==> src/rtl/vball_pal_pkg.sv <==
// Shared types and constants for the palette RAM arbiter.
// Tags identify which requester owns a read travelling through the return pipe.
package vball_pal_pkg;

  localparam int PAL_AW = 11;
  localparam int PAL_DW = 12;

  // Byte lanes of the 12-bit colour word: lane 0 = [7:0], lane 1 = [11:8].
  localparam logic [1:0] BE_NONE = 2'b00;
  localparam logic [1:0] BE_LO   = 2'b01;
  localparam logic [1:0] BE_HI   = 2'b10;
  localparam logic [1:0] BE_ALL  = BE_LO | BE_HI;

  typedef enum logic [1:0] {
    TAG_NONE = 2'd0,
    TAG_BG   = 2'd1,
    TAG_SP   = 2'd2,
    TAG_CPU  = 2'd3
  } pal_tag_e;

  function automatic logic [3:0] sat_inc4(input logic [3:0] v);
    return (v == 4'hF) ? v : v + 4'd1;
  endfunction

endpackage

==> src/rtl/vball_pal_rdpipe.sv <==
// Read-return path: two-stage tag shift register aligned with the 1-cycle RAM,
// then a registered rdata capture and per-requester rvalid demux.
module vball_pal_rdpipe
  import vball_pal_pkg::*;
(
  input  logic              clk_sys,
  input  logic              reset,
  input  logic [1:0]        tag_i,
  input  logic [PAL_DW-1:0] pal_rdata_i,
  output logic [PAL_DW-1:0] rdata_o,
  output logic              bg_rvalid_o,
  output logic              sp_rvalid_o,
  output logic              cpu_rvalid_o
);

  pal_tag_e          s1_q, s2_q;
  logic [PAL_DW-1:0] rdata_q;
  logic              bg_rv_q, sp_rv_q, cpu_rv_q;

  // s1 covers the address register cycle, s2 the RAM access cycle.
  always_ff @(posedge clk_sys or posedge reset) begin
    if (reset) begin
      s1_q     <= TAG_NONE;
      s2_q     <= TAG_NONE;
      rdata_q  <= '0;
      bg_rv_q  <= 1'b0;
      sp_rv_q  <= 1'b0;
      cpu_rv_q <= 1'b0;
    end else begin
      s1_q     <= pal_tag_e'(tag_i);
      s2_q     <= s1_q;
      bg_rv_q  <= (s2_q == TAG_BG);
      sp_rv_q  <= (s2_q == TAG_SP);
      cpu_rv_q <= (s2_q == TAG_CPU);
      if (s2_q != TAG_NONE) rdata_q <= pal_rdata_i;
    end
  end

  assign rdata_o      = rdata_q;
  assign bg_rvalid_o  = bg_rv_q;
  assign sp_rvalid_o  = sp_rv_q;
  assign cpu_rvalid_o = cpu_rv_q;

endmodule

==> src/rtl/vball_palette_arbiter.sv <==
// Single-port palette RAM arbiter: bg > sp > cpu, with the CPU promoted above
// sp once it has waited CPU_MAX_WAIT (1..15) edges. Also drives sprite col_busy.
module vball_palette_arbiter
  import vball_pal_pkg::*;
#(
  parameter int CPU_MAX_WAIT = 8
) (
  input  logic              clk_sys,
  input  logic              reset,
  input  logic              bg_req,
  input  logic [PAL_AW-1:0] bg_addr,
  output logic              bg_ack,
  output logic              bg_rvalid,
  input  logic              sp_req,
  input  logic [PAL_AW-1:0] sp_addr,
  output logic              sp_ack,
  output logic              sp_rvalid,
  output logic              sp_busy,
  input  logic              cpu_req,
  input  logic              cpu_we,
  input  logic [1:0]        cpu_be,
  input  logic [PAL_AW-1:0] cpu_addr,
  input  logic [PAL_DW-1:0] cpu_wdata,
  output logic              cpu_ack,
  output logic              cpu_rvalid,
  output logic [PAL_DW-1:0] rdata,
  output logic [PAL_AW-1:0] pal_addr,
  output logic [1:0]        pal_we,
  output logic [PAL_DW-1:0] pal_wdata,
  input  logic [PAL_DW-1:0] pal_rdata
);

  localparam logic [3:0] WAIT_LIM = 4'(CPU_MAX_WAIT);

  pal_tag_e          win, rd_tag;
  logic              promote;
  logic [3:0]        cpu_wait_q, cpu_wait_d;
  logic [PAL_AW-1:0] addr_d, pal_addr_q;
  logic [1:0]        we_d, pal_we_q;
  logic [PAL_DW-1:0] pal_wdata_q;
  logic              bg_ack_q, sp_ack_q, cpu_ack_q, sp_busy_q;

  always_comb begin
    win        = TAG_NONE;
    addr_d     = pal_addr_q;
    we_d       = BE_NONE;
    rd_tag     = TAG_NONE;
    promote    = (cpu_wait_q >= WAIT_LIM);

    // bg is never pre-empted; promotion only reorders cpu against sp.
    if (bg_req)                  win = TAG_BG;
    else if (cpu_req && promote) win = TAG_CPU;
    else if (sp_req)             win = TAG_SP;
    else if (cpu_req)            win = TAG_CPU;

    case (win)
      TAG_BG:  addr_d = bg_addr;
      TAG_SP:  addr_d = sp_addr;
      TAG_CPU: addr_d = cpu_addr;
      default: addr_d = pal_addr_q;
    endcase

    if (win == TAG_CPU && cpu_we) we_d = cpu_be & BE_ALL;
    else                          rd_tag = win;

    cpu_wait_d = (cpu_req && win != TAG_CPU) ? sat_inc4(cpu_wait_q) : 4'd0;
  end

  always_ff @(posedge clk_sys or posedge reset) begin
    if (reset) begin
      cpu_wait_q  <= 4'd0;
      pal_addr_q  <= '0;
      pal_we_q    <= BE_NONE;
      pal_wdata_q <= '0;
      bg_ack_q    <= 1'b0;
      sp_ack_q    <= 1'b0;
      cpu_ack_q   <= 1'b0;
      sp_busy_q   <= 1'b0;
    end else begin
      cpu_wait_q <= cpu_wait_d;
      pal_addr_q <= addr_d;
      pal_we_q   <= we_d;
      if (win != TAG_NONE) pal_wdata_q <= cpu_wdata;
      bg_ack_q   <= (win == TAG_BG);
      sp_ack_q   <= (win == TAG_SP);
      cpu_ack_q  <= (win == TAG_CPU);
      sp_busy_q  <= sp_req && (win != TAG_SP);
    end
  end

  vball_pal_rdpipe u_rdpipe (
    .clk_sys      (clk_sys),
    .reset        (reset),
    .tag_i        (rd_tag),
    .pal_rdata_i  (pal_rdata),
    .rdata_o      (rdata),
    .bg_rvalid_o  (bg_rvalid),
    .sp_rvalid_o  (sp_rvalid),
    .cpu_rvalid_o (cpu_rvalid)
  );

  assign pal_addr  = pal_addr_q;
  assign pal_we    = pal_we_q;
  assign pal_wdata = pal_wdata_q;
  assign bg_ack    = bg_ack_q;
  assign sp_ack    = sp_ack_q;
  assign cpu_ack   = cpu_ack_q;
  assign sp_busy   = sp_busy_q;

endmodule
==> config.mk <==
export PLATFORM = sky130hd
export DESIGN_NAME = vball_palette_arbiter
export DESIGN_NICKNAME = d
export VERILOG_FILES = /design/src/rtl/vball_pal_pkg.sv /design/src/rtl/vball_pal_rdpipe.sv /design/src/rtl/vball_palette_arbiter.sv
export SDC_FILE = /design/constraint.sdc
export NUM_CORES = 1
export LEC_CHECK = 0
export ABC_AREA = 1
export CORE_MARGIN = 10
export CORE_UTILIZATION = 44
export CTS_CLUSTER_DIAMETER = 40
export DETAILED_ROUTE_END_ITERATION = 6
export HOLD_SLACK_MARGIN = 0.08
export PLACE_DENSITY = 0.85
export SYNTH_ARGS = -nofsm -noshare
export SYNTH_HDL_FRONTEND = slang
export SYNTH_SLANG_ARGS = --single-unit
==> constraint.sdc <==
create_clock -name clk_sys -period 3.2 [get_ports clk_sys]
set_input_delay 0.8 -clock clk_sys [delete_from_list [all_inputs] [get_ports clk_sys]]
set_output_delay 0.8 -clock clk_sys [all_outputs]
set_load 0.02 [all_outputs]
# == After elaboration in Yosys (flattened, before gate mapping) ==
# Index checks and enable logic that the tools add are counted.
# totals
output_inout_bits,44
ramBits,0
rom_bits,0
register_bits,52
latch_bits,0
wordCells,42
memories,0
# classes
eq_ne,10
div_mod_pow,0
n_mul,0
n_lt_le_gt_ge,1
n_reduce_logical,7
muxes,9
n_bitwise,0
n_addsub,1
n_shift,0
# ops
op,n
case mux 11 bit (3 select lines),1
2-to-1 mux 2 bit,6
"== test 2 bit, second input constant",4
2-to-1 mux 4 bit,2
"inequality test 2 bit, second input constant",3
"adder 4 x 1 -> 4 bit, second input constant",1
"== test 2 x 1 -> 1 bit, second input constant",2
"== test 4 bit, second input constant",1
">= comparator 4 bit, second input constant",1
logical AND 1 bit,4
nonzero test 2 bit,2
nonzero test 3 bit,1

# == Longest topological paths before layout ==
# Gate-level depths: netlist (run 1).
# depth
ltp_word,7
ltp_mapped,7

# == Cells and area by module ==
# From an unflattened synthesis (run 1), not the netlist that was laid out.
# hier_totals
cells_unflattened,286
area_unflattened_um2,2363.5
# by_module_without_submodules
module,seq_area_each_um2,n_inst,area_each_um2,cells_each
vball_palette_arbiter,825.8,1,1676.6,220
vball_pal_rdpipe,475.5,1,686.9,66

# == Worst setup path after synthesis (run 1) ==
# No wires, ideal clock.
# synth_path
kind,input port to flip-flop
from,input cpu_req
to,"register pal_addr_q[2], in the netlist pal_addr[2]"
n_path_buf,2
arrival_time_ns,1.605
setup_ns,0.113
stages,7
setup_slack_ns,1.482
path_cell_list,buf_6 > nor2_4 > nand2_2 > buf_6 > or2_2 > nand2_1 > inv_1
# synth_between
elab_chain_len,6
# synth_lines
item,line,text
from (decl),vball_palette_arbiter.sv:19,"input logic cpu_req,"
2-to-1 mux 2 bit,vball_palette_arbiter.sv:54,else if (cpu_req) win = TAG_CPU;
2-to-1 mux 2 bit,vball_palette_arbiter.sv:53,else if (sp_req) win = TAG_SP;
2-to-1 mux 2 bit *,vball_palette_arbiter.sv:52,else if (cpu_req && promote) win = TAG_CPU;
2-to-1 mux 2 bit *,vball_palette_arbiter.sv:51,if (bg_req) win = TAG_BG;
== test 2 bit / == test 2 x 1 -> 1 bit (equally long branches),vball_palette_arbiter.sv:56,case (win)
case mux 11 bit (3 select lines) / nonzero test 3 bit (equally long branches),--,
to (signal assigned),vball_palette_arbiter.sv:81,pal_addr_q <= addr_d;
to (decl),vball_palette_arbiter.sv:38,"logic [PAL_AW-1:0] addr_d, pal_addr_q;"
# Every way passes the cells marked *; elsewhere a longest branch is shown, timed or not.
# A chain may end at the register's enable or synchronous reset.

# == Worst setup path in the final report (run 1) ==
# layout_path
from,input bg_req
to,"register pal_wdata_q[7], in the netlist pal_wdata[7]"
# layout_between
elab_chain_len,2
# layout_lines
item,line,text
from (decl),vball_palette_arbiter.sv:10,"input logic bg_req,"
2-to-1 mux 2 bit,vball_palette_arbiter.sv:51,
nonzero test 2 bit,vball_palette_arbiter.sv:83,if (win != TAG_NONE) pal_wdata_q <= cpu_wdata;
to (signal assigned),vball_palette_arbiter.sv:83,
to (decl),vball_palette_arbiter.sv:40,logic [PAL_DW-1:0] pal_wdata_q;
# Every way passes these cells.

==> results of run 1 <==
==> cells in the mapped netlist <==
master                     number
sky130_fd_sc_hd__nand2_1       67
sky130_fd_sc_hd__dfrtp_1       52
sky130_fd_sc_hd__nor2_1        31
sky130_fd_sc_hd__inv_1         27
sky130_fd_sc_hd__nand3_1       14
sky130_fd_sc_hd__mux2_2        12
sky130_fd_sc_hd__nand4_1       11
sky130_fd_sc_hd__or2_2         11
sky130_fd_sc_hd__or2_0          5
sky130_fd_sc_hd__buf_2          4
sky130_fd_sc_hd__o21ai_0        4
sky130_fd_sc_hd__buf_6          3
sky130_fd_sc_hd__clkbuf_1       3
sky130_fd_sc_hd__nand2_2        2
sky130_fd_sc_hd__nor2_4         2
sky130_fd_sc_hd__a21boi_0       1
sky130_fd_sc_hd__a21oi_1        1
sky130_fd_sc_hd__ha_1           1
sky130_fd_sc_hd__inv_2          1
sky130_fd_sc_hd__nor3_1         1
sky130_fd_sc_hd__o21ai_2        1
sky130_fd_sc_hd__xnor2_1        1
==> layer usage <==
layer,wire (um),vias to the layer above,global-route usage
li1,-,1010,-
met1,2810,954,0.188
met2,3080,108,0.255
met3,622,9,0.0678
met4,109,0,0.0386
met5,0,-,0
==> final cells by class <==
class	instances	share of cell area
sequential	52	0.366
timing repair buffer	110	0.308
multi-input combinational	165	0.238
inverter	28	0.0296
tap	70	0.0246
clock buffer	6	0.0232
clock inverter	2	0.0109
==> cell families (layout without fill, tap and decap cells) <==
logic type / Yosys count / in the layout / share of synthesized area
AOI/OAI and AO/OA: 7 / 7 / 0.0178
xor gates and xnor gates: 1 / 1 / 0.00378
adders and majority gates: 1 / 1 / 0.00540
buffers and inverters: 38 / 146 / 0.0735
DFF: 52 / 52 / 0.562
muxes: 12 / 12 / 0.0583
and+or+nand+nor: 144 / 144 / 0.279
==> where the power goes <==
group / leakage [nW] / internal (W) / switching [W]
logic: 1.00 / 0.000197 / 0.000178
registers: 0.626 / 0.000710 / 0.0000278
clock network: 0.0614 / 0.000256 / 0.000212
total: 1.69 / 0.00116 / 0.000418
==> state kept, by name, indices dropped and copies added (netlist names) <==
register / count
u_rdpipe.s2_q: 2
u_rdpipe.rdata_o: 12
u_rdpipe.cpu_rvalid_o: 1
pal_we: 2
sp_ack: 1
pal_addr: 11
u_rdpipe.sp_rvalid_o: 1
u_rdpipe.bg_rvalid_o: 1
cpu_wait_q: 4
bg_ack: 1
sp_busy: 1
cpu_ack: 1
u_rdpipe.s1_q: 2
pal_wdata: 12
==> metrics by stage <==
| step | instance area, um^2 | utilization |
|---|---|---|
| after CTS | 3560 | 0.696 |
| after global placement | 3430 | 0.672 |
| after floorplan | 2320 | - |
| after global routing | 3560 | 0.696 |
| after detailed placement | 3430 | 0.672 |
| final | 3560 | 0.696 |
==> placed cells by master, fill, tap and decap left out <==
master,synthesis,routed
sky130_fd_sc_hd__nand4_1,11,11
sky130_fd_sc_hd__or2_0,5,5
sky130_fd_sc_hd__inv_1,27,26
sky130_fd_sc_hd__clkinv_4,0,1
sky130_fd_sc_hd__nor2_1,31,31
sky130_fd_sc_hd__clkbuf_8,0,6
sky130_fd_sc_hd__clkdlybuf4s50_1,0,108
sky130_fd_sc_hd__o21ai_2,1,1
sky130_fd_sc_hd__o21ai_0,4,4
sky130_fd_sc_hd__nor2_4,2,2
sky130_fd_sc_hd__nand2_1,67,67
sky130_fd_sc_hd__buf_4,0,2
sky130_fd_sc_hd__mux2_2,12,12
sky130_fd_sc_hd__a21oi_1,1,1
sky130_fd_sc_hd__dfrtp_1,52,52
sky130_fd_sc_hd__xnor2_1,1,1
sky130_fd_sc_hd__inv_2,1,2
sky130_fd_sc_hd__ha_1,1,1
sky130_fd_sc_hd__nand3_1,14,14
sky130_fd_sc_hd__a21boi_0,1,1
sky130_fd_sc_hd__bufinv_16,0,1
sky130_fd_sc_hd__nor3_1,1,1
sky130_fd_sc_hd__or2_2,11,11
sky130_fd_sc_hd__nand2_2,2,2
==> final timing paths <==
| path | start | end | slack [ps] | cells after the start |
|---|---|---|---|---|
| setup reg to reg | u_rdpipe.s2_q[0]$_DFF_PP0_ | u_rdpipe.rdata_o[10]$_DFFE_PP0P_ | 1530 | 2 |
| setup / recovery | bg_req | pal_wdata[7]$_DFFE_PP0P_ | 860 | 6 |
| max in group asynchronous | reset | pal_addr[9]$_DFFE_PP0P_ | 1800 | 3 |
| hold / removal | u_rdpipe.s1_q[1]$_DFF_PP0_ | u_rdpipe.s2_q[1]$_DFF_PP0_ | 360 | 0 |
| hold reg to reg | u_rdpipe.s1_q[1]$_DFF_PP0_ | u_rdpipe.s2_q[1]$_DFF_PP0_ | 360 | 0 |
| min in group asynchronous | reset | u_rdpipe.rdata_o[4]$_DFFE_PP0P_ | 990 | 3 |
==> worst max-delay path, cell delays in order <==
cell	delay [ps]
sky130_fd_sc_hd__clkdlybuf4s50_1	560
sky130_fd_sc_hd__inv_2	350
sky130_fd_sc_hd__nand2_2	320
sky130_fd_sc_hd__inv_1	350
sky130_fd_sc_hd__nand2_1	100
sky130_fd_sc_hd__nand2_1	80
==> impl.org, run 1 <==
** Status
- Outcome :: completed

** Clocking
- Clock transition at the register clock pins on the worst setup and hold paths after CTS :: 90 ps
- TritonCTS built the clock tree.
- Hold repair after CTS inserted 0 buffers.
- Clk_lat worst skew :: 300 ps
- Counting every sink on the clock net gives 52.
- Root Buffer Master :: sky130_fd_sc_hd__clkbuf_8
- Postcts setup bufs :: 0
- CTS buffer count :: 5
- In this run the number of H-tree levels came out at 2.
- Quantity of gates resized following cts :: 0
- Counting along the longest clock path gives a buffer depth of 2.

** Worst setup path
- The worst setup path is of the in -> reg kind.
- Worst path required time :: 3440 ps
- Along the worst path, the maximum fanout reaches 25.
- STA classifies the critical path endpoint as a flop.
- For the worst setup path, the data arrival time is 2580 ps.
- STA classifies the critical path startpoint as an input pin.

** STA
- Measured against its own limit, the worst slew margin works out to 0.380.
- Based on the critical path, the design can be clocked at up to 0.427 GHz.
- Across the routed clock network, the largest skew measured is 5.70 ps.
- Hold is met by 363 ps.
- Final hold vios :: 0
- After layout, the worst setup slack is 858 ps.
- The worst path in the final design needs a cycle of 2340 ps, including I/O delays and setup.
- Summed over all failing endpoints, the final setup total negative slack is 0 ps.
- The number of max-slew violations in the final report came to 0.
- Setup violations remaining at the end of the flow were counted as 0.
- For the pin with the worst max-slew slack, the measured transition is 926 ps.
- Setup repair after global routing left no endpoint under its margin.
- Dividing the final minimum period by the clock period gives 0.732.

** Global route
- The number of global-route vias before repair was 2,147.
- Wire length of the first global-routing pass :: 10.9 mm
- In the global route stage, overall resource usage came out at 0.157.
- Remaining Overflow, GRT :: 0
- The initial antenna violation count was 0.
- Entering global routing, the biggest net connects 53 pins.

** Cells and area
- Across the whole layout, storage elements account for 1300 um^2.
- Ratio of cells with drive above 1 in the final layout :: 0.110
- Number of standard cells in the final layout excluding fillers :: 433
- The layout has 403 filler cells.
- The repair_antennas step left the layout with diodes totalling 0.
- After the last flow step, the layout net total stands at 428.
- The area growth from synthesis to layout is 53.5%.
- The multi-input combinational cells in the finished layout cover a total of 845 um^2.

** Placed design
- Port Buffer Count :: 108
- Minimum setup slack after placement :: 551 ps
- Detail Placement HPWL :: 5.33 mm
- GP Congestion :: 0.866
- In this run, placement finished with an instance count of 425.

** Floorplanning
- The die covers 8570 um^2.
- Effective utilization at floorplan :: 0.453
- The die is 92.6 um wide.
- In this run the standard cell core region covers 5110 um^2.
- Number of placement rows :: 26
- Measured along the y axis, the die boundary spans 92.6 um.
- Number of top-level pins :: 109

** Min path
- Class of the tightest hold or removal check :: reg -> reg

** Pwr
- Worst IR drop on VDD :: 0.262 mV
- Static Leak :: 1.69 nW
- Overall power of the completed layout :: 0.00158 W
- For this design the ratio of total power to cell area is 445 nW/um^2.

** Logic synthesis
- For this run, the number of Yosys warnings is 0.
- Area of the mapped netlist :: 2320 um^2
- After synthesis, the cell types taking the most area are sky130_fd_sc_hd__dfrtp_1 (56%), sky130_fd_sc_hd__nand2_1 (11%), sky130_fd_sc_hd__mux2_2 (5.8%), sky130_fd_sc_hd__nor2_1 (5.0%), sky130_fd_sc_hd__inv_1 (4.4%).
- Of all cell types, the one taking the most synthesized area is sky130_fd_sc_hd__dfrtp_1.
- Synthesis produced a netlist with a net count of 321.
- Synth unique cells :: 22
- Synthesized netlist cell count :: 255
- Fraction of synthesized cell area taken by the top area cell type :: 0.562
- For this run, the register share of the synthesized area comes to 0.562.
- Each instance of the synthesized netlist takes up on average 9.08 um^2.
- The synthesized design contains 52 register bits.

** Drt
- The routed layout has 2,081 vias.
- Initial drt markers :: 53
- Once detail routing completed, the nets flagged for antenna violations numbered 0.
- After detailed routing, the number of remaining DRC violations is 0.
- After detailed routing, the number of vias per cell comes to 4.81.
- For this block, the routed nets add up to 6.62 mm of wire.
- For this run, the detailed router's first-pass iteration total came to 4.
- After detailed routing, the average wire length per cell comes to 15.3 um.

** Job
- Max-cap violations in this run came to 0.
Note: power is estimated with default switching activity, not from simulation.
==> run 2, diff against run 1 <==
--- a/config.mk
+++ b/config.mk
@@ -7,11 +7,11 @@
 export LEC_CHECK = 0
 export ABC_AREA = 1
 export CORE_MARGIN = 10
-export CORE_UTILIZATION = 44
+export CORE_UTILIZATION = 41
 export CTS_CLUSTER_DIAMETER = 40
 export DETAILED_ROUTE_END_ITERATION = 6
 export HOLD_SLACK_MARGIN = 0.08
-export PLACE_DENSITY = 0.85
+export PLACE_DENSITY = 0.8
 export SYNTH_ARGS = -nofsm -noshare
 export SYNTH_HDL_FRONTEND = slang
 export SYNTH_SLANG_ARGS = --single-unit
==> constraint.sdc (replaced) <==
create_clock -name clk_sys -period 2.44 [get_ports clk_sys]
set_input_delay 0.61 -clock clk_sys [delete_from_list [all_inputs] [get_ports clk_sys]]
set_output_delay 0.61 -clock clk_sys [all_outputs]
set_load 0.02 [all_outputs]
==> run 2 against run 1 <==
  * Total power rose by 22%
  * First-iteration DRC count rose by 26%
  * Sequential power rose by 31%
  * Routed wire length fell by 2.5%
  * Critical path depth fell by 5
  * Design area rose by 0.14%
  * Worst hold slack improved by 8.4 ps
  * Global-route usage fell by 1.6 points
  * Largest power group unchanged
==> impl.org, run 2 (synthesized netlist as in run 1, its figures left out) <==
** Cells and area
- Number of diodes added for antenna fixing :: 0 (unchanged)
- Filler Cells Inserted :: 446 (+11%)
- Compared with the post-synthesis result, the final layout area differs by 53.8%.
- The fraction of final layout cells with drive strength greater than 1 came to 0.117 (+0.00729).
- Top library cells by usage in the layout, fill and taps aside :: sky130_fd_sc_hd__clkdlybuf4s50_1 (108), sky130_fd_sc_hd__nand2_1 (67), sky130_fd_sc_hd__dfrtp_1 (52)
- The area of the multi-input gates was 845 um^2 (unchanged).
- Most common library cell in the layout ignoring fill and taps :: sky130_fd_sc_hd__clkdlybuf4s50_1
- Register area :: 1300 um^2 (unchanged)
- Nets :: 432 (+0.93%)
- The final cell count without fillers was 438 (+1.2%).

** Worst setup path
- Worst path required time :: 1830 ps (-1610 ps)
- The worst setup path is of the reg -> out kind.
- CP startpoint kind :: flop
- The count of buffer and inverter cells on the critical path was 1 (-2).
- The critical path arrival is 1320 ps (-1260 ps).
- The worst setup path is captured at an output port.
- Slowest cell on crit path :: sky130_fd_sc_hd__clkdlybuf4s50_1
- Critical path's top delay family :: buffers and inverters
- Critical Path Source :: pal_addr[7]$_DFFE_PP0P_
- The signal on the critical path passes through clkdlybuf4s50_1.
- Max Fanout on Critical Path :: 2 (-92%)
- Largest stage delay on the critical path :: 650 ps (+90 ps)
- The worst register-to-register path begins at cpu_wait_q[3]$_DFFE_PP0P_.

** Global route
- Total Routing Usage GR :: 0.141 (-0.0165)
- The global-route congestion overflow total came to 0 (unchanged).
- The global-route wire length before repair came to 10.1 mm (-6.8%).
- The pin count of the biggest net entering global routing was 32 (-40%).
- Vias in the first global route :: 2,092 (-2.6%)
- Number of antenna violations at the first check in global routing :: 0 (unchanged)

** Clocking
- The maximum level of the CTS H-tree is 2 (unchanged).
- Quantity of gates resized following cts :: 0 (unchanged)
- Num Clock Sinks :: 52 (unchanged)
- The clock latency at the later pin of the worst-skew pair was 300 ps (about the same).
- Postcts setup bufs :: 0 (unchanged)
- The total of hold buffers inserted after clock tree synthesis is 0 (unchanged).
- Root Buffer Master :: sky130_fd_sc_hd__clkbuf_8
- Max Buffers Root-to-Sink :: 2 (unchanged)
- Clock transition at the register clock pins on the worst setup and hold paths after CTS :: 100 ps (about the same)
- TritonCTS built the clock tree.
- The TritonCTS buffer count came to 5 (unchanged).

** STA
- The number of max-slew violations in the final report is 0 (unchanged).
- The worst slew margin relative to its limit was 0.673 (+0.293).
- Final Cycle Share :: 0.790
- Post-route worst hold slack :: 371 ps (+8.36 ps)
- Final count of negative-setup-slack endpoints :: 0 (unchanged)
- The setup clock skew after layout came to 9.19 ps (+3.50 ps).
- Final TNS setup :: 0 ps (unchanged)
- RSZ-0062 raised after global routing :: false
- Final hold vios :: 0 (unchanged)
- F_max :: 0.519 GHz
- Fin crit period :: 1930 ps
- The worst-margin pin slew is 490 ps (-437 ps).
- Final critical-path setup slack :: 513 ps (-345 ps)

** Pwr
- The power per unit of standard cell area came to 542 nW/um^2 (+22%).
- The worst supply voltage drop on vdd is 0.219 mV (-16%).
- The leakage power figure was 1.69 nW (+0.13%).

** Drt
- The number of nets still failing antenna checks after routing was 0 (unchanged).
- The detailed-route wire length is 6.46 mm (-2.5%).
- The count of TritonRoute iterations in the first routing pass was 4 (unchanged).
- Routed len/inst :: 14.7 um (-3.6%)
- The number of design rule violations left after detail routing came to 0 (unchanged).
- The via density per instance is 4.57 (-4.8%).
- The vias after detailed routing is 2,003 (-3.7%).
- The count of routing violations after the opening detailed-route iteration was 67 (+26%).

** Placed design
- The final estimated routing congestion in global placement was 0.823 (-5.0%).
- The worst slack at placement is 282 ps (-269 ps).
- The number of cells after detailed placement came to 431 (+1.4%).
- Port Buffer Count :: 108 (unchanged)
- Detail Placement HPWL :: 5.12 mm (-4.0%)

** Job
- # Max-Cap Violations :: 0 (unchanged)

** Status
- The flow ran to the end, and the final reports show no timing, DRC or antenna violations.

** Floorplanning
- Area of the core :: 5510 um^2 (+7.8%)
- Effective utilization at floorplan :: 0.421 (-0.0329)
- Die Y :: 95.2 um (+2.8%)
- Number of top-level pins :: 109 (unchanged)
- The chip width was 95.2 um (+2.8%).
- Area of the die :: 9050 um^2 (+5.7%)
- Number of placement rows :: 27 (+3.8%)

** Min path
- In this run the most critical hold path is launched from u_rdpipe.s1_q[1]$_DFF_PP0_.
- The min-delay analysis places its worst path in the category reg -> reg.
## run 2: changes by cell type in the layout (fill, tap and decap cells not counted)
| cell | delta |
|---|---|
| sky130_fd_sc_hd__clkinv_2 | +1 |
| sky130_fd_sc_hd__buf_4 | +3 |
| sky130_fd_sc_hd__clkinv_4 | -1 |
| sky130_fd_sc_hd__buf_12 | +1 |
| sky130_fd_sc_hd__bufinv_16 | -1 |
| sky130_fd_sc_hd__clkbuf_8 | -1 |
| sky130_fd_sc_hd__clkinvlp_4 | +1 |
## run 2: worst paths after layout
check	depth (start not counted)	slack [ps]	endpoint
setup reg to reg	7	1130	pal_addr[0]$_DFFE_PP0P_
setup / recovery	1	510	pal_addr[7]
min in group asynchronous	2	660	pal_wdata[3]$_DFFE_PP0P_
max in group asynchronous	3	1240	pal_addr[5]$_DFFE_PP0P_
hold reg to reg	0	370	u_rdpipe.s2_q[1]$_DFF_PP0_
hold / removal	0	370	u_rdpipe.s2_q[1]$_DFF_PP0_
## run 2: through the flow
| stage | area (um^2) | total power, W | utilization |
|---|---|---|---|
| finish | 3560 | 0.00193 | 0.647 |
| global route | 3560 | 0.00203 | 0.647 |
| CTS | 3560 | 0.00196 | 0.647 |
| detailed placement | 3480 | 0.00149 | 0.632 |
| global placement | 3480 | 0.00148 | 0.632 |
| floorplan | 2320 | 0.00121 | - |
## run 2: power breakdown
| part | switching [W] | leakage (nW) | internal (W) | total, W |
|---|---|---|---|---|
| Clock | 0.000267 | 0.0400 | 0.000195 | 0.000462 |
| Sequential | 0.0000355 | 0.626 | 0.000931 | 0.000967 |
| Combinational | 0.000236 | 1.02 | 0.000265 | 0.000500 |
| Total | 0.000539 | 1.69 | 0.00139 | 0.00193 |
## run 2: metal layers
metal / global-route usage / wire length, um / vias up
met5: 0 / 0 / -
met4: 0.0424 / 68 / 0
met3: 0.0597 / 870 / 7
met2: 0.218 / 2820 / 86
met1: 0.175 / 2710 / 898
li1: - / - / 1012
## run 2: final cells by class
| type | instances | area share |
|---|---|---|
| clock buffer | 5 | 0.0193 |
| clock inverter | 2 | 0.00351 |
| inverter | 28 | 0.0295 |
| multi-input combinational | 165 | 0.237 |
| sequential | 52 | 0.365 |
| tap | 72 | 0.0253 |
| timing repair buffer | 114 | 0.320 |
==> run 3, diff against run 2 <==
==> constraint.sdc (replaced) <==
create_clock -name clk_sys -period 2 [get_ports clk_sys]
set_input_delay 0.5 -clock clk_sys [delete_from_list [all_inputs] [get_ports clk_sys]]
set_output_delay 0.5 -clock clk_sys [all_outputs]
set_load 0.02 [all_outputs]
==> run 3 against run 2 <==
  * Die area is the same
  * Highest routed layer unchanged
  * Cell count up 1.4%
  * Routed wire length down 1.3%
  * Via count increased by 3.1%
  * Worst setup slack got worse by 300 ps
  * First-iteration DRC count down 28%
  * Total power grew 22%
  * Sequential share of layout area shrank 0.46 points
  * Clock power rose by 20%
  * Design area rose by 1.3%
==> impl.org, run 3 (synthesized netlist as in run 1, its figures left out) <==
** Worst setup path
- Worst path required time :: 1500 ps (-330 ps)
- Cell Chain, Critical Path :: clkdlybuf4s50_1
- Endpoint kind of the worst setup timing path :: output port
- CP startpoint kind :: flop
- Largest stage delay on the critical path :: 650 ps (about the same)
- Critical path's top delay family :: buffers and inverters
- Count of buffer and inverter cells on the critical path :: 1 (unchanged)
- The worst setup path is of the reg -> out kind.
- The largest fanout on the critical path came to 2 (unchanged).
- The critical path arrival is 1280 ps (-40 ps).
- Slowest cell on crit path :: sky130_fd_sc_hd__clkdlybuf4s50_1

** Clocking
- The clock latency at the later pin of the worst-skew pair was 290 ps (about the same).
- The TritonCTS buffer count is 5 (unchanged).
- Clock transition at the register clock pins on the worst setup and hold paths after CTS :: 90 ps (about the same)
- The maximum level of the CTS H-tree was 2 (unchanged).
- The number of clock sinks is 52 (unchanged).
- TritonCTS built the clock tree.
- Cts-stage hold buffer count :: 0 (unchanged)
- Root Buffer Master :: sky130_fd_sc_hd__clkbuf_8
- Quantity of gates resized following cts :: 0 (unchanged)
- The maximum number of buffers from clock root to sink came to 2 (unchanged).
- Postcts setup bufs :: 0 (unchanged)

** Cells and area
- Most common library cell in the layout ignoring fill and taps :: sky130_fd_sc_hd__clkdlybuf4s50_1
- Nets :: 438 (+1.4%)
- The top cell types in the final layout, fill and taps aside, are sky130_fd_sc_hd__clkdlybuf4s50_1 (108), sky130_fd_sc_hd__nand2_1 (67), sky130_fd_sc_hd__dfrtp_1 (52).
- Filler Cells Inserted :: 457 (+2.5%)
- The final cell count without fillers came to 444 (+1.4%).
- Compared with the post-synthesis result, the final layout area differs by 55.7%.
- The fraction of final layout cells with drive strength greater than 1 is 0.132 (+0.0142).
- The diode insertion count for antenna repair came to 0 (unchanged).

** Global route
- Remaining Overflow, GRT :: 0 (unchanged)
- The pin count of the biggest net entering global routing was 53 (+66%).
- Total Routing Usage GR :: 0.138 (-0.00217)
- Number of antenna violations at the first check in global routing :: 0 (unchanged)
- The global-route wire length before repair is 10.2 mm (+0.20%).
- Vias in the first global route :: 2,153 (+2.9%)

** Pwr
- P per Cell Area :: 652 nW/um^2 (+20%)
- Static Leak :: 1.72 nW (+1.7%)
- The worst supply voltage drop on vdd came to 0.337 mV (+54%).

** Drt
- Post-route DRC :: 0 (unchanged)
- The post-detailed-route wirelength per cell is 14.4 um (-2.6%).
- The vias after detailed routing is 2,065 (+3.1%).
- The number of nets still failing antenna checks after routing was 0 (unchanged).
- The detailed-route wire length came to 6.38 mm (-1.3%).
- The count of TritonRoute iterations in the first routing pass was 4 (unchanged).
- The via density per instance was 4.65 (+1.7%).
- Initial drt markers :: 48 (-28%)

** Placed design
- The total of buffers placed on input and output ports is 108 (unchanged).
- GP Congestion :: 0.807 (-1.9%)
- The number of cells after detailed placement was 437 (+1.4%).
- The total half-perimeter wirelength after legalization and detailed placement was 5.14 mm (+0.36%).

** Floorplanning
- Die Y :: 95.2 um (unchanged)
- The effective utilization at floorplan is 0.421 (unchanged).
- The total core area is 5510 um^2 (unchanged).
- The I/O pin count is 109 (unchanged).
- The area of the die is 9050 um^2 (unchanged).
- Number of placement rows :: 27 (unchanged)
- The chip width was 95.2 um (unchanged).

** STA
- Static timing analysis puts the maximum clock frequency at 0.561 GHz.
- Of the available clock period, the critical path in the final layout requires 0.892.
- The worst-margin pin slew came to 460 ps (-29.8 ps).
- The number of max-slew violations in the final report was 0 (unchanged).
- Post-route worst hold slack :: 361 ps (-10.1 ps)
- The count of final hold-check violations came to 0 (unchanged).
- Fin crit period :: 1780 ps
- Worst rel slew slack :: 0.693 (+0.0203)
- Setup repair after global routing left no endpoint under its margin.
- The total of endpoints with negative setup slack in the final report is 0 (unchanged).
- The setup clock skew after layout was 7.40 ps (-1.79 ps).

** Status
- Outcome :: completed

** Job
- # Max-Cap Violations :: 0 (unchanged)

** Min path
- The min-delay analysis places its worst path in the category reg -> reg.
-- run 3: cell count changes in the layout (fill, tap and decap cells not counted), sizes merged --
cell  previous run  this run
buf              6        12
-- run 3: layout make-up --
cell class,instances,area (um^2),share of cell area
clock buffers,5,68.8,0.0191
clock inverters,2,12.5,0.00347
inverters,28,105,0.0291
multi-input cells,165,845,0.234
flip-flops and latches,52,1300,0.361
well taps,72,90.1,0.0250
repair buffers,120,1180,0.328
-- run 3: worst paths after layout --
path,from,end,slack (ps),depth (start not counted)
setup / recovery,pal_addr[7]$_DFFE_PP0P_,pal_addr[7],220,1
hold / removal,u_rdpipe.s1_q[0]$_DFF_PP0_,u_rdpipe.s2_q[0]$_DFF_PP0_,360,0
setup reg to reg,cpu_wait_q[3]$_DFFE_PP0P_,pal_addr[0]$_DFFE_PP0P_,710,7
hold reg to reg,u_rdpipe.s1_q[0]$_DFF_PP0_,u_rdpipe.s2_q[0]$_DFF_PP0_,360,0
max in group asynchronous,reset,pal_addr[5]$_DFFE_PP0P_,1190,3
min in group asynchronous,reset,pal_we[1]$_DFF_PP0_,590,3
-- run 3: power breakdown --
group          switching [W]  internal, W
clock               0.000318     0.000238
combinational       0.000288     0.000330
sequential         0.0000430      0.00114
total               0.000648      0.00170
-- run 3: metrics by stage --
stage / area [um^2] / TNS (ps) / utilization / setup slack (ps) / power [W]
floorplan: 2320 / 0 / - / 242 / 0.00147
global placement: 3520 / 0 / 0.640 / 48.1 / 0.00181
detailed placement: 3520 / -14.9 / 0.640 / -7.36 / 0.00183
CTS: 3610 / 0 / 0.655 / 199 / 0.00238
global route: 3610 / 0 / 0.655 / 167 / 0.00249
finish: 3610 / 0 / 0.655 / 217 / 0.00235
-- run 3: metal layers --
layer	wire (um)	GRT usage	up-vias
met3	754	0.0518	6
li1	-	-	1022
met1	2740	0.178	948
met4	67	0.0287	0
met2	2810	0.218	89
met5	0	0	-
